**src/rtl/dmem_arb_pkg.sv**
```systemverilog
// dmem_arb_pkg: shared types and constants for the data-memory arbiter.
//   arb_state_t      : arbiter FSM states
//   DMEM_REGION_DEF  : default addr[31:28] value that selects data memory
//   LB..SW           : func3 access-size codes forwarded to the memory
package dmem_arb_pkg;

    typedef enum logic [1:0] {IDLE, OWN0, OWN1} arb_state_t;

    localparam logic [3:0] DMEM_REGION_DEF = 4'h0;

    localparam logic [2:0] LB  = 3'b000;
    localparam logic [2:0] LH  = 3'b001;
    localparam logic [2:0] LW  = 3'b010;
    localparam logic [2:0] LBU = 3'b100;
    localparam logic [2:0] LHU = 3'b101;
    localparam logic [2:0] SB  = 3'b000;
    localparam logic [2:0] SH  = 3'b001;
    localparam logic [2:0] SW  = 3'b010;

endpackage

```
**src/rtl/dmem_arb_rr_pick.sv**
```systemverilog
// dmem_arb_rr_pick: combinational two-way round-robin picker.
//   req[1:0] : request vector
//   rr_last  : port that took the most recent beat
//   winner   : selected port (valid when any=1)
//   any      : at least one request present
module dmem_arb_rr_pick (
    input  logic [1:0] req,
    input  logic       rr_last,
    output logic       winner,
    output logic       any
);

    assign any    = |req;
    // On a tie the port that did not go last wins.
    assign winner = (&req) ? ~rr_last : req[1];

endmodule

```
**src/rtl/dmem_arbiter.sv**
```systemverilog
// dmem_arbiter: shares a single-port data memory between two masters with
// round-robin arbitration, bounded locked bursts and DMEM region checking.
//   clk, rst_n            : clock, asynchronous active-low reset
//   mN_req/we/lock/addr/wdata/func3 : master N request (held until mN_ack)
//   mN_ack/err            : beat issued / beat rejected as out-of-region
//   mN_rdata/rvalid       : registered load data, valid one cycle after ack
//   mem_*                 : data memory interface (mem_rdata combinational)
//   contention_cnt        : cycles with a waiting request; built only when
//                           DMEM_ARB_PERF_CNT_EN is defined, otherwise 0
module dmem_arbiter
    import dmem_arb_pkg::*;
#(
    parameter int         ADDR_W      = 32,
    parameter int         DATA_W      = 32,
    parameter int         MAX_BURST   = 4,
    parameter logic [3:0] DMEM_REGION = DMEM_REGION_DEF
) (
    input  logic              clk,
    input  logic              rst_n,
    input  logic              m0_req,
    input  logic              m0_we,
    input  logic              m0_lock,
    input  logic [ADDR_W-1:0] m0_addr,
    input  logic [DATA_W-1:0] m0_wdata,
    input  logic [2:0]        m0_func3,
    output logic              m0_ack,
    output logic              m0_err,
    output logic [DATA_W-1:0] m0_rdata,
    output logic              m0_rvalid,
    input  logic              m1_req,
    input  logic              m1_we,
    input  logic              m1_lock,
    input  logic [ADDR_W-1:0] m1_addr,
    input  logic [DATA_W-1:0] m1_wdata,
    input  logic [2:0]        m1_func3,
    output logic              m1_ack,
    output logic              m1_err,
    output logic [DATA_W-1:0] m1_rdata,
    output logic              m1_rvalid,
    output logic [ADDR_W-1:0] mem_addr,
    output logic [DATA_W-1:0] mem_wdata,
    output logic [2:0]        mem_func3,
    output logic              mem_wr_en,
    output logic              mem_rd_en,
    input  logic [DATA_W-1:0] mem_rdata,
    output logic [15:0]       contention_cnt
);

    localparam int CW = $clog2(MAX_BURST + 1);
    localparam logic [CW-1:0] BURST_LAST = CW'(MAX_BURST - 1);

    arb_state_t        state, state_nx;
    logic              rr_last, rr_nx;
    logic [CW-1:0]     beat_cnt;
    logic [ADDR_W-1:0] addr_q;
    logic [DATA_W-1:0] wdata_q;
    logic [2:0]        func3_q;
    logic              winner, any;

    wire               owner     = (state == OWN1);
    wire               o_req     = owner ? m1_req   : m0_req;
    wire               o_we      = owner ? m1_we    : m0_we;
    wire               o_lock    = owner ? m1_lock  : m0_lock;
    wire [ADDR_W-1:0]  o_addr    = owner ? m1_addr  : m0_addr;
    wire [DATA_W-1:0]  o_wdata   = owner ? m1_wdata : m0_wdata;
    wire [2:0]         o_func3   = owner ? m1_func3 : m0_func3;
    wire               other_req = owner ? m0_req   : m1_req;
    wire               beat      = (state != IDLE) && o_req;
    wire               in_region = (o_addr[ADDR_W-1 -: 4] == DMEM_REGION);
    wire               stay      = !other_req || (o_lock && beat_cnt < BURST_LAST);

    dmem_arb_rr_pick u_pick (
        .req    ({m1_req, m0_req}),
        .rr_last(rr_last),
        .winner (winner),
        .any    (any)
    );

    always_comb begin
        state_nx = state;
        rr_nx    = rr_last;
        if (state == IDLE) begin
            state_nx = any ? (winner ? OWN1 : OWN0) : IDLE;
        end else if (beat) begin
            rr_nx    = owner;
            state_nx = stay ? state : (owner ? OWN0 : OWN1);
        end else begin
            // Owner dropped its request: hand over immediately or go idle.
            state_nx = other_req ? (owner ? OWN0 : OWN1) : IDLE;
        end
    end

    assign m0_ack    = beat & ~owner;
    assign m1_ack    = beat & owner;
    assign m0_err    = m0_ack & ~in_region;
    assign m1_err    = m1_ack & ~in_region;
    assign mem_wr_en = beat & in_region & o_we;
    assign mem_rd_en = beat & in_region & ~o_we;
    assign mem_addr  = beat ? o_addr  : addr_q;
    assign mem_wdata = beat ? o_wdata : wdata_q;
    assign mem_func3 = beat ? o_func3 : func3_q;

    always_ff @(posedge clk or negedge rst_n) begin
        if (!rst_n) begin
            state     <= IDLE;
            rr_last   <= 1'b1;
            beat_cnt  <= '0;
            addr_q    <= '0;
            wdata_q   <= '0;
            func3_q   <= '0;
            m0_rdata  <= '0;
            m1_rdata  <= '0;
            m0_rvalid <= 1'b0;
            m1_rvalid <= 1'b0;
        end else begin
            state     <= state_nx;
            rr_last   <= rr_nx;
            // Saturates at the last allowed burst beat; any owner change restarts it.
            beat_cnt  <= (state_nx != state) ? '0 :
                         (beat && beat_cnt != BURST_LAST) ? beat_cnt + 1'b1 : beat_cnt;
            m0_rvalid <= mem_rd_en & ~owner;
            m1_rvalid <= mem_rd_en & owner;
            if (mem_rd_en && !owner) m0_rdata <= mem_rdata;
            if (mem_rd_en && owner)  m1_rdata <= mem_rdata;
            if (beat) begin
                addr_q  <= o_addr;
                wdata_q <= o_wdata;
                func3_q <= o_func3;
            end
        end
    end

`ifdef DMEM_ARB_PERF_CNT_EN
    logic [15:0] cnt;
    wire         waiting = (m0_req & ~m0_ack) | (m1_req & ~m1_ack);

    always_ff @(posedge clk or negedge rst_n) begin
        if (!rst_n) cnt <= '0;
        else if (waiting && cnt != 16'hFFFF) cnt <= cnt + 16'd1;
    end

    assign contention_cnt = cnt;
`else
    assign contention_cnt = 16'd0;
`endif

endmodule

```
**config.mk**
```make
export PLATFORM = sky130hd
export DESIGN_NAME = dmem_arbiter
export DESIGN_NICKNAME = d
export VERILOG_FILES = /design/src/rtl/dmem_arb_pkg.sv /design/src/rtl/dmem_arb_rr_pick.sv /design/src/rtl/dmem_arbiter.sv
export SDC_FILE = /design/constraint.sdc
export NUM_CORES = 1
export LEC_CHECK = 0
export CORE_MARGIN = 2
export CORE_UTILIZATION = 39
export DETAILED_ROUTE_END_ITERATION = 12
export PLACE_DENSITY = 0.82
export SYNTH_ARGS = -nofsm -noshare
export SYNTH_HDL_FRONTEND = slang
export SYNTH_SLANG_ARGS = --single-unit
```
**constraint.sdc**
```tcl
create_clock -name clk -period 2.6 [get_ports clk]
set_input_delay 0.65 -clock clk [delete_from_list [all_inputs] [get_ports clk]]
set_output_delay 0.65 -clock clk [all_outputs]
set_load 0.02 [all_outputs]
```
==> results by group <==
Placed design
  • IO buf count: 312
  • Pre-CTS setup slack: -0.759 ns
  • RePlAce Congestion: 0.835
  • Dpl hpwl: between 10000 and 15000 um

Clock network
  • Clock root buffer: clkbuf_16
  • Clk slew on worst S/H paths: 0.06 ns
  • Clk Latency, worst-skew pair: roughly 0.41 ns
  • CTS tree: yes
  • Clock Sinks: between 100 and 150
  • Num CTS Buffers: 17
  • CTS H-tree lvls: 4
  • Maximum buffer depth of the clock tree: 2
  • # hold bufs at CTS: 0

Setup path
  • Nature of the critical path endpoint: primary output
  • Startpoint types: primary input
  • CP Data Required Time: roughly 2.0 ns
  • Arr. time, crit path: 1.89 ns
  • Max FO, Critical Path: 28
  • Setup CP Type: in2out

Floorplanning
  • Number of core rows: between 40 and 50
  • Boundary Pins: 329
  • DIE AREA: 0.0164 mm^2
  • Die width: 128 um
  • Initial core utilization: between 30 and 40%
  • CORE AREA: 0.0151 mm^2
  • Die height: 128 um

Global routing
  • Global route total overflow: 0
  • Vias in the first global route: approximately 5.3k
  • First-pass GRT wire length: between 20000 and 30000 um
  • Maximum number of pins on one net before global-route repair: 55
  • Total track usage: 22.0%
  • Initial antenna violation count: 0

Detailed routing
  • Routed vias/inst: 4.94
  • Initial DRT Pass Iterations: 4
  • Final ANT Viol Nets: 0
  • Vias: between 5k and 6k
  • Starting DRT DRC Count: 234
  • Drt drc: 0
  • Routed wire per std cell: 17.5 um
  • DRT Wirelength: 18200 um

Finish
  • Share of layout cells above drive strength 1: 29.4%
  • Area delta synth->final: 69.3%
  • Ant diodes: 0
  • Nets: 1014
  • Post-layout util: between 60% and 70%

STA
  • Fmax: 394 MHz
  • Final hold violations: 0
  • Final setup viols: 0
  • Worst Clk Skew: 0.00517 ns
  • Setup TNS Final: 0 ns
  • Tcrit/Tclk final: 97.5%
  • Worst hold slack: 0.139 ns
  • Tmin final: 2.54 ns
  • Final worst slack: 0.0650 ns
  • Final Max Tran Viols: 0
  • RSZ-0062 raised after global routing: true

Synthesis
  • Netlist cell types: 40
  • Synth top cells by count: 138 x dfrtp_1, 126 x nand2_1, 53 x a22oi_1
  • Syn Area/Cell: 12.0 um^2
  • #FFs+latches synth: 139
  • Fraction of registers with async set/reset: 100%
  • Top-count cell post-synth: dfrtp_1
  • Top-area cell type share of the netlist area: approximately 58%
  • Synth Instances: 498
  • Syn. warnings: 0
  • Commonest register cell after synthesis: dfrtp_1
  • Post-synth top area cell: dfrtp_1
  • Mapped Area: 0.00598 mm^2
  • Sequential fraction of the synthesis area: 58.1%
  • Post-synth EDFFs: 0
  • Synth top area cells: dfrtp_1 58%, nand2_1 7.9%, mux2_4 7.3%

Power
  • Peak supply drop: 0.437 mV
  • Power per Cell Area: 798 mW/mm^2
  • Total power: 8.08 mW
  • Pleak: 4.88 nW
  • Clk pwr share: 30.4%
  • Flop pwr share: 34.5%
  • Psw: approximately 2.6 mW
  • Combinational share of power: 35.1%
  • Sw Share: 32.0%
  • Int Pwr: 5.50 mW

Min path
  • Worst Hold Class: in2async

Flow run
  • Max Cap Viol: 0

Run status
  • Outcome: completed
==> cell usage in the layout (no fill, tap or decap), drive strengths merged, types with 2 or more instances in the layout <==
cell type	netlist	final
clkdlybuf4s50	0	228
dfrtp	138	138
nand2	126	126
buf	28	115
mux2	65	65
a22oi	53	53
clkbuf	17	20
conb	1	16
mux2i	16	16
o21ai	15	15
inv	5	8
nor2	5	5
clkinv	1	5
a21oi	4	4
dlygate4sd2	0	4
nand3	3	3
bufinv	0	3
clkinvlp	0	3
or4	2	2
ha	2	2
clkdlybuf4s15	0	2
nor3	2	2
==> stage by stage <==
stage | instances | area (um^2)
floorplan | 513 | 6050
global placement | 997 | 9470
detailed placement | 997 | 9470
CTS | 1039 | 10200
global route | 1039 | 10100
finish | 1039 | 10100
==> what timing repair did <==
| action | in CTS | in global routing |
|---|---|---|
| cloned | 4 | 1 |
| pin swaps | 4 | 0 |
| setup buffers | 6 | 0 |
| resized for setup | 393 | 37 |
| endpoints found under the setup margin | 73 | 59 |
==> layout make-up <==
| cell class | count | area, um^2 |
|---|---|---|
| Clock buffer | 19 | 443 |
| Clock inverter | 13 | 166 |
| Fill cell | 1157 | 4960 |
| Inverter | 6 | 27.5 |
| Multi-Input combinational cell | 323 | 2370 |
| Sequential cell | 139 | 3480 |
| Tap cell | 188 | 235 |
| Timing Repair Buffer | 351 | 3410 |
==> metal layers <==
layer	vias to the layer above	global-route usage [%]	share of wire [%]
li1	2394	-	-
met4	0	7.18	2.0
met1	2476	26.4	40
met2	233	39.1	51
met5	-	0	0
met3	31	5.34	7.3
==> power groups by stage <==
stage / clock (mW) / sequential, mW / combinational, mW
after floorplan: 0 / 2.95 / 1.17
final: 2.46 / 2.79 / 2.83
after global routing: 2.61 / 2.84 / 3.02
after CTS: 2.50 / 2.79 / 2.86
after detailed placement: 0 / 2.82 / 2.84
after global placement: 0 / 2.80 / 2.79
==> path summary, 6_finish.rpt <==
kind                       startpoint            end  slack [ns]  depth (start not counted)
min                             rst_n      addr_q[6]        0.14                          1
min in group clk              rr_last        rr_last        0.47                          2
min reg2reg                   rr_last        rr_last        0.47                          2
max reg2reg                  state[0]   m1_rdata[18]        0.33                          8
max in group asynchronous       rst_n   m1_rdata[15]        1.85                          2
max                            m0_req  mem_wdata[24]        0.06                          7
==> worst max-delay path, cell delays in order <==
cell and delay (ns):
dlygate4sd2_1 0.27, nand2_2 0.11, inv_4 0.05, bufbuf_16 0.30, a22oi_1 0.21, nand2_1 0.13
buf_6 0.15
==> kinds of logic after synthesis <==
group	after synthesis	share of synthesized area (%)
buffers and inverters	51	5.31
other	1	0.0627
adders and majority gates	2	0.418
muxes	81	16.7
and+or+nand+nor	144	10.0
AOI/OAI and AO/OA	79	9.16
xor gates and xnor gates	1	0.146
DFF	139	58.1
==> flip-flops by register name, summed over array words and instances, names as in the netlist <==
signal	flops
m1_rdata	32
m0_rdata	32
wdata_q	32
m1_rvalid	1
state	2
addr_q	32
func3_q	3
beat_cnt	3
m0_rvalid	1
rr_last	1
Power figures use the tool's default switching activity.
